**src/rtl/alu_issue_stage.sv**
```systemverilog
// ID/EX issue stage ahead of the ALU: forwarding from EX/MEM/WB, load-use bubbles, registered operands.
// Optional build macro ISSUE_PERF_COUNTERS_EN adds perf_issued/perf_stalls counters.
module alu_issue_stage #(
    parameter int XLEN       = 32,
    parameter int REG_ADDR_W = 5
) (
    input  logic                  clk,
    input  logic                  reset,
    input  logic                  id_valid,
    output logic                  id_ready,
    input  logic [REG_ADDR_W-1:0] id_rs1,
    input  logic [REG_ADDR_W-1:0] id_rs2,
    input  logic [REG_ADDR_W-1:0] id_rd,
    input  logic [XLEN-1:0]       id_rs1_data,
    input  logic [XLEN-1:0]       id_rs2_data,
    input  logic [XLEN-1:0]       id_imm,
    input  logic                  id_use_imm,
    input  logic [3:0]            id_alu_control,
    input  logic                  id_reg_write,
    input  logic                  id_mem_read,
    input  logic                  id_mem_write,
    input  logic                  flush,
    input  logic                  ex_ready,
    input  logic [XLEN-1:0]       ex_fwd_data,
    input  logic [REG_ADDR_W-1:0] mem_rd,
    input  logic                  mem_reg_write,
    input  logic [XLEN-1:0]       mem_data,
    input  logic [REG_ADDR_W-1:0] wb_rd,
    input  logic                  wb_reg_write,
    input  logic [XLEN-1:0]       wb_data,
    output logic                  ex_valid,
    output logic [XLEN-1:0]       ex_in1,
    output logic [XLEN-1:0]       ex_in2,
    output logic [XLEN-1:0]       ex_store_data,
    output logic [3:0]            ex_alu_control,
    output logic [REG_ADDR_W-1:0] ex_rd,
    output logic                  ex_reg_write,
    output logic                  ex_mem_read,
    output logic                  ex_mem_write
`ifdef ISSUE_PERF_COUNTERS_EN
    ,
    output logic [31:0]           perf_issued,
    output logic [31:0]           perf_stalls
`endif
);

    logic                  valid_q;
    logic [XLEN-1:0]       in1_q, in2_q, store_q;
    logic [XLEN-1:0]       in1_d, in2_d, store_d, rs2_fwd;
    logic [3:0]            alu_q;
    logic [REG_ADDR_W-1:0] rd_q;
    logic                  rw_q, mr_q, mw_q;
    logic                  advance, load_use;

    // Youngest producer wins; x0 is hard-wired to zero regardless of any writer.
    function automatic logic [XLEN-1:0] fwd(input logic [REG_ADDR_W-1:0] src,
                                            input logic [XLEN-1:0]       rf_data);
        if (src == '0)
            return '0;
        else if (valid_q && rw_q && !mr_q && rd_q == src)
            return ex_fwd_data;
        else if (mem_reg_write && mem_rd == src)
            return mem_data;
        else if (wb_reg_write && wb_rd == src)
            return wb_data;
        else
            return rf_data;
    endfunction

    always_comb begin
        in1_d   = fwd(id_rs1, id_rs1_data);
        rs2_fwd = fwd(id_rs2, id_rs2_data);
        in2_d   = id_use_imm ? id_imm : rs2_fwd;
        store_d = rs2_fwd;
    end

    // An immediate-form rs2 only matters to a load if the instruction is a store needing rs2 data.
    assign load_use = valid_q && mr_q && (rd_q != '0) &&
                      ((rd_q == id_rs1) || ((rd_q == id_rs2) && (!id_use_imm || id_mem_write)));
    assign advance  = !valid_q || ex_ready;
    assign id_ready = advance && !load_use && !flush;

    always_ff @(posedge clk) begin
        if (reset) begin
            valid_q <= 1'b0;
            in1_q   <= '0;
            in2_q   <= '0;
            store_q <= '0;
            alu_q   <= '0;
            rd_q    <= '0;
            rw_q    <= 1'b0;
            mr_q    <= 1'b0;
            mw_q    <= 1'b0;
        end else if (flush) begin
            valid_q <= 1'b0;
        end else if (!advance) begin
            valid_q <= valid_q;
        end else if (load_use) begin
            valid_q <= 1'b0;
        end else if (id_valid) begin
            valid_q <= 1'b1;
            in1_q   <= in1_d;
            in2_q   <= in2_d;
            store_q <= store_d;
            alu_q   <= id_alu_control;
            rd_q    <= id_rd;
            rw_q    <= id_reg_write;
            mr_q    <= id_mem_read;
            mw_q    <= id_mem_write;
        end else begin
            valid_q <= 1'b0;
        end
    end

    assign ex_valid       = valid_q;
    assign ex_in1         = in1_q;
    assign ex_in2         = in2_q;
    assign ex_store_data  = store_q;
    assign ex_alu_control = alu_q;
    assign ex_rd          = rd_q;
    assign ex_reg_write   = valid_q && rw_q;
    assign ex_mem_read    = valid_q && mr_q;
    assign ex_mem_write   = valid_q && mw_q;

`ifdef ISSUE_PERF_COUNTERS_EN
    logic [31:0] issued_q, stalls_q;

    always_ff @(posedge clk) begin
        if (reset) begin
            issued_q <= '0;
            stalls_q <= '0;
        end else begin
            if (id_valid && id_ready)
                issued_q <= issued_q + 32'd1;
            if (id_valid && !id_ready && !flush)
                stalls_q <= stalls_q + 32'd1;
        end
    end

    assign perf_issued = issued_q;
    assign perf_stalls = stalls_q;
`endif

endmodule

```
**config.mk**
```make
export PLATFORM = sky130hd
export DESIGN_NAME = alu_issue_stage
export DESIGN_NICKNAME = d
export VERILOG_FILES = /design/src/rtl/alu_issue_stage.sv
export SDC_FILE = /design/constraint.sdc
export NUM_CORES = 1
export LEC_CHECK = 0
export CAP_MARGIN = 10
export CORE_AREA = 3 3 130 132
export CTS_BUF_LIST = sky130_fd_sc_hd__clkbuf_16
export CTS_CLUSTER_DIAMETER = 60
export DETAILED_ROUTE_END_ITERATION = 10
export DIE_AREA = 0 0 133 135
export GPL_TIMING_DRIVEN = 1
export PLACE_DENSITY = 0.83
export SKIP_LAST_GASP = 1
export SYNTH_ARGS = -nofsm -noshare
export SYNTH_HDL_FRONTEND = slang
export SYNTH_SLANG_ARGS = --single-unit
export TNS_END_PERCENT = 10
```
**constraint.sdc**
```tcl
create_clock -name clk -period 6.5 [get_ports clk]
set_input_delay 1.95 -clock clk [delete_from_list [all_inputs] [get_ports clk]]
set_output_delay 1.95 -clock clk [all_outputs]
set_load 0.005 [all_outputs]
```
==> run metrics, run 1 <==
status=finished, final reports clean; CP Cell Sequence=clkdlybuf4s50_1 -> xor2_1 -> nor3_1 -> nand3_1 -> a21oi_2 -> nor3_1 -> clkdlybuf4s50_1; GP Congestion=1.002; fin crit share=93.50%; Worst path depth=7; initial antenna violation count=2; GRT overflow=0; Yosys reg bits=109; Initial DRT Pass Iterations=9; delay-heaviest family, CP=buffers and inverters; GRT Overall Usage=34.21%; core area=15,830 um^2; Critical Path RT=4.55 ns; layout cells sized above 1=6.498%; Worst Path Buf+Inv=2; postcts setup bufs=0; Leakage=3.821 nW; Die Span X=133 um; Power Total=0.001807 W; Netlist cell types=36; wire per inst=24.15 um; clock tree buffer depth=2; share of the synthesized area in the top cell type=33.22%; final count of pins violating max slew=0; synth warn=0; CTS Buf Count=9; PD cells=173.2 nW/um^2; Worst-Margin Slew=1.071 ns; CP max FO=4; clk sinks=109; Syn Nets=1,055; CP Capture Point=id_ready; Mapped Cells=823; design area=10,430 um^2; final hold violations=0; Hold/Removal Path Class=reg2reg; CP Launch Point=id_rs2[3]; top cell types by occurrence after synthesis=109 x a21oi_1, 109 x dfxtp_1, 72 x nor2_1; RSZ-0062 raised after global routing=false; TritonCTS clock tree=yes; Area Growth Syn to Fin=58.84%; top cells by area, synth=dfxtp_1 33%, a21oi_1 8.3%, a32o_1 4.9%, mux2i_1 4.9%, a311oi_1 4.3%; Clk pin slew, worst setup/hold paths=0.07 ns; Worst EP arrival=4.13 ns; startpoint types=primary input; worst setup slack after layout=0.4228 ns; worst hold start=ex_store_data[30]; reg-to-reg slack, setup=3.52 ns; number of fill cells=1,367; Die Y=135 um; root buf cell=clkbuf_16; # setup viols final=0; asr flop ratio synth=0%; ANT nets after route=0; final setup TNS=0 ns; Initial Utilization=41.50%; Worst R2R Path Depth=8; Netlist Area Pre-Place=6569 um^2; Worst slew margin=28.51%; DR iter-0 viols=919; H-tree Lvls=3; FMAX=164.5 MHz; top cell type by total area after synthesis=dfxtp_1; Cell Rows=46; die area=17,960 um^2; Port Buffers=341; Post-synth EDFFs=0; clk_lat worst skew=0.36 ns; max incr delay on CP=0.56 ns; critical path capture point type=primary output; Post-layout nets=1,336; sequential area share after synthesis=33.22%; clock skew=0.006939 ns; pre-CTS setup slack=0.4459 ns; Post-CTS Hold Buffers=0; pin count of the biggest net entering global routing=65; slowest CP cell=clkdlybuf4s50_1; max-cap violations=0; Post-synth top flop=dfxtp_1; number of remaining DRC errors=0; routed wire length=32.00 mm; dpl hpwl=23.69 mm; fin util=65.92%; worst vdd ir=0.1169 mV; vias per cell=6.312; R2R Path End=ex_in1[11]; post_cts resized=0; Placed Area=10,130 um^2; CP Class=in2out; reg2reg start=ex_rd[3]; via count=8,364; post-layout min period=6.077 ns; vias in the first global route=7,955; Syn Area/Cell=7.982 um^2; first-pass GRT wire length=47.58 mm; # IOs=342
[cell usage in the layout (no fill, tap or decap), types with 34 or more instances in the layout]
cell type	count
a21oi_1	109
clkdlybuf4s50_1	340
nor2_1	69
dfxtp_1	109
nor4_1	34
nand3_1	46
nand2_1	66
o21ai_0	44
[kinds of logic (layout without fill, tap and decap cells)]
family	count (synthesis)	count (layout)	share of synthesized area (%)
AO/OA/AOI/OAI	317	317	34.93
XOR/XNOR	30	30	4.000
buffers and inverters	92	377	5.733
flip-flops	109	109	33.22
multiplexers	32	32	4.876
other	0	1	0
AND/OR/NAND/NOR	243	243	17.24
[cell type report]
| type | instances | area (um^2) | area share (%) |
|---|---|---|---|
| Clock inverter | 6 | 71.32 | 0.6835 |
| Multi-Input combinational cell | 622 | 4104 | 39.33 |
| Antenna cell | 1 | 2.502 | 0.02398 |
| Sequential cell | 109 | 2182 | 20.91 |
| Timing Repair Buffer | 362 | 3578 | 34.30 |
| Tap cell | 216 | 270.3 | 2.590 |
| Clock buffer | 9 | 225.2 | 2.159 |
[per-layer routing]
metal / global-route usage [%] / wire (um)
met5: 0 / 12
met4: 13.68 / 1379
met3: 9.128 / 3469
met2: 57.53 / 15170
met1: 41.73 / 11970
[worst min path at each step]
stage	endpoint	slack [ns]	cells after the start
after CTS	ex_store_data[30]	0.47	1
after global placement	ex_store_data[31]	0.44	1
after global routing	ex_store_data[13]	0.48	1
final	ex_store_data[30]	0.46	1
after floorplan	mw_q	0.45	2
after detailed placement	ex_store_data[30]	0.45	1
[flip-flops by register name, indices dropped and copies added (netlist names)]
name            flops
ex_store_data      32
ex_in2             32
ex_valid            1
rw_q                1
ex_rd               5
ex_alu_control      4
mr_q                1
mw_q                1
ex_in1             32
[power breakdown]
| group | leakage [nW] | internal [W] | total (W) | switching [W] |
|---|---|---|---|---|
| registers | 0.893 | 0.000706 | 0.000730 | 0.0000236 |
| clock network | 0.144 | 0.000302 | 0.000582 | 0.000280 |
| logic | 2.78 | 0.000269 | 0.000496 | 0.000227 |
[per-stage QoR]
| step | std cells | hold slack, ns |
|---|---|---|
| after global routing | 1325 | 0.4846 |
| after CTS | 1324 | 0.4659 |
| after detailed placement | 1309 | 0.4484 |
| final | 1325 | 0.4621 |
| after global placement | 1309 | 0.4449 |
| after floorplan | 823 | 0.4489 |
(Power assumes the default switching activity.)
==> inputs of run 2 (changes only) <==
--- a/config.mk
+++ b/config.mk
@@ -6,13 +6,13 @@
 export NUM_CORES = 1
 export LEC_CHECK = 0
 export CAP_MARGIN = 10
-export CORE_AREA = 3 3 130 132
+export CORE_AREA = 3 3 132 134
 export CTS_BUF_LIST = sky130_fd_sc_hd__clkbuf_16
 export CTS_CLUSTER_DIAMETER = 60
 export DETAILED_ROUTE_END_ITERATION = 10
-export DIE_AREA = 0 0 133 135
+export DIE_AREA = 0 0 135 137
+export DONT_BUFFER_PORTS = 1
 export GPL_TIMING_DRIVEN = 1
-export PLACE_DENSITY = 0.83
 export SKIP_LAST_GASP = 1
 export SYNTH_ARGS = -nofsm -noshare
 export SYNTH_HDL_FRONTEND = slang
==> run metrics, run 2 (same netlist as run 1, synthesis figures left out) <==
routed wire length=29.09 mm (-9.1%); TritonCTS clock tree=yes; fin crit share=76.48% (-17 points); Post-layout nets=992 (-26%); PD cells=218.2 nW/um^2 (+26%); core area=16,410 um^2 (+3.7%); Port Buffers=0 (-100%); Leakage=2.511 nW (-34%); Initial DRT Pass Iterations=5 (-4); CTS Buf Count=9 (unchanged); dpl hpwl=21.49 mm (-9.3%); Sw Share=30.47% (+1.1 points); CP max FO=4 (unchanged); Cells after DPL=969 (-26%); final std cells w/o fill=986 (-26%); wire per inst=29.51 um (+22%); layout cells sized above 1=9.020% (+2.5 points); number of remaining DRC errors=0 (unchanged); Initial Utilization=40.04% (-1.5 points); # IOs=342 (unchanged); postcts setup bufs=0 (unchanged); GP Congestion=0.8855 (-12%); final hold violations=0 (unchanged); Seq pwr share=48.8% (+8.4 points); critical path capture point type=primary output; post-layout min period=4.971 ns (-1.106 ns); H-tree Lvls=3 (unchanged); post_cts resized=0 (unchanged); pin count of the biggest net entering global routing=63 (-3.1%); Critical Path RT=4.55 ns (about the same); clock skew=0.01112 ns (+0.004184 ns); Worst slew margin=22.85% (-5.7 points); Cell Rows=47 (+2.2%); root buf cell=clkbuf_16; clock tree buffer depth=2 (unchanged); # setup viols final=0 (unchanged); RSZ-0062 raised after global routing=false; GRT overflow=0 (unchanged); first-pass GRT wire length=42.03 mm (-12%); GRT Overall Usage=30.00% (-4.2 points); CP Class=in2out; Hold/Removal Path Class=reg2reg; Worst EP arrival=3.02 ns (-1.11 ns); Die Span X=135 um (+1.5%); initial antenna violation count=1 (-1); FMAX=201.2 MHz (+22%); clock share of power=36.3% (+4.1 points); clk_lat worst skew=0.36 ns (about the same); Gate power share=14.9% (-12 points); Sw Pwr=0.0004647 W (-12%); vias per cell=6.867 (+8.8%); via count=6,771 (-19%); die area=18,500 um^2 (+3.0%); DR iter-0 viols=531 (-42%); ANT nets after route=0 (unchanged); most frequent cells in the layout=109 x a21oi_1, 109 x dfxtp_1, 69 x nor2_1; final count of pins violating max slew=0 (unchanged); startpoint types=primary input; vias in the first global route=6,465 (-19%); final setup TNS=0 ns (unchanged); Worst-Margin Slew=1.156 ns (+0.08486 ns); Post-CTS Hold Buffers=0 (unchanged); Area Growth Syn to Fin=6.381%; Clk pin slew, worst setup/hold paths=0.07 ns (about the same); clk sinks=109 (unchanged); max-cap violations=0 (unchanged); status=finished, final reports clean; Die Y=137 um (+1.5%); worst vdd ir=0.1114 mV (-4.6%); Internal Power=0.001060 W (-17%)
-- run 2: through the flow --
| stage | cell area [um^2] | total power, W | hold slack, ns | utilization (%) | setup slack [ns] |
|---|---|---|---|---|---|
| floorplan | 6569 | 0.0009197 | 0.4489 | - | 1.528 |
| global placement | 6703 | 0.0009786 | 0.4553 | 40.85 | 1.530 |
| detailed placement | 6703 | 0.0009853 | 0.4566 | 40.85 | 1.537 |
| CTS | 6985 | 0.001528 | 0.4667 | 42.58 | 1.535 |
| global route | 6985 | 0.001580 | 0.5020 | 42.58 | 1.447 |
| finish | 6988 | 0.001525 | 0.4670 | 42.59 | 1.529 |
-- run 2: final timing paths --
check,endpoint,startpoint,slack [ns],depth (start not counted)
worst max-delay path,id_ready,id_rs2[3],1.53,5
worst min-delay path,mw_q,mw_q,0.47,2
worst max register to register,ex_in2[1],ex_rd[3],3.61,7
worst min register to register,mw_q,mw_q,0.47,2
-- run 2: power by group through the flow --
stage	registers, W	clock network, W	logic [W]
after floorplan	0.000745	0	0.000174
after global placement	0.000759	0	0.000220
after detailed placement	0.000759	0	0.000226
after CTS	0.000744	0.000558	0.000226
after global routing	0.000748	0.000584	0.000248
final	0.000744	0.000554	0.000227
-- run 2: area by class of cell --
class / count / area, um^2
antenna: 1 / 2.502
multi-input combinational: 622 / 4110
fill: 1653 / 9419
clock inverter: 7 / 57.56
clock buffer: 9 / 225.2
tap: 220 / 275.3
sequential: 109 / 2182
timing repair buffer: 18 / 135.1
-- run 2: routing by layer --
metal  track usage [%]  up-vias  part of all wire [%]
met5                 0        -                 0.045
met4             9.966        2                   2.5
met3             10.15       40                    11
met2             52.81      403                    50
met1             34.20     3293                    36
li1                  -     3033                     -
-- run 2: worst max-delay path, cell delays in order --
cell and delay, ns:
xor2_1 0.13, nor3_1 0.42, nand3_1 0.19, a21oi_2 0.24, nor3_1 0.10
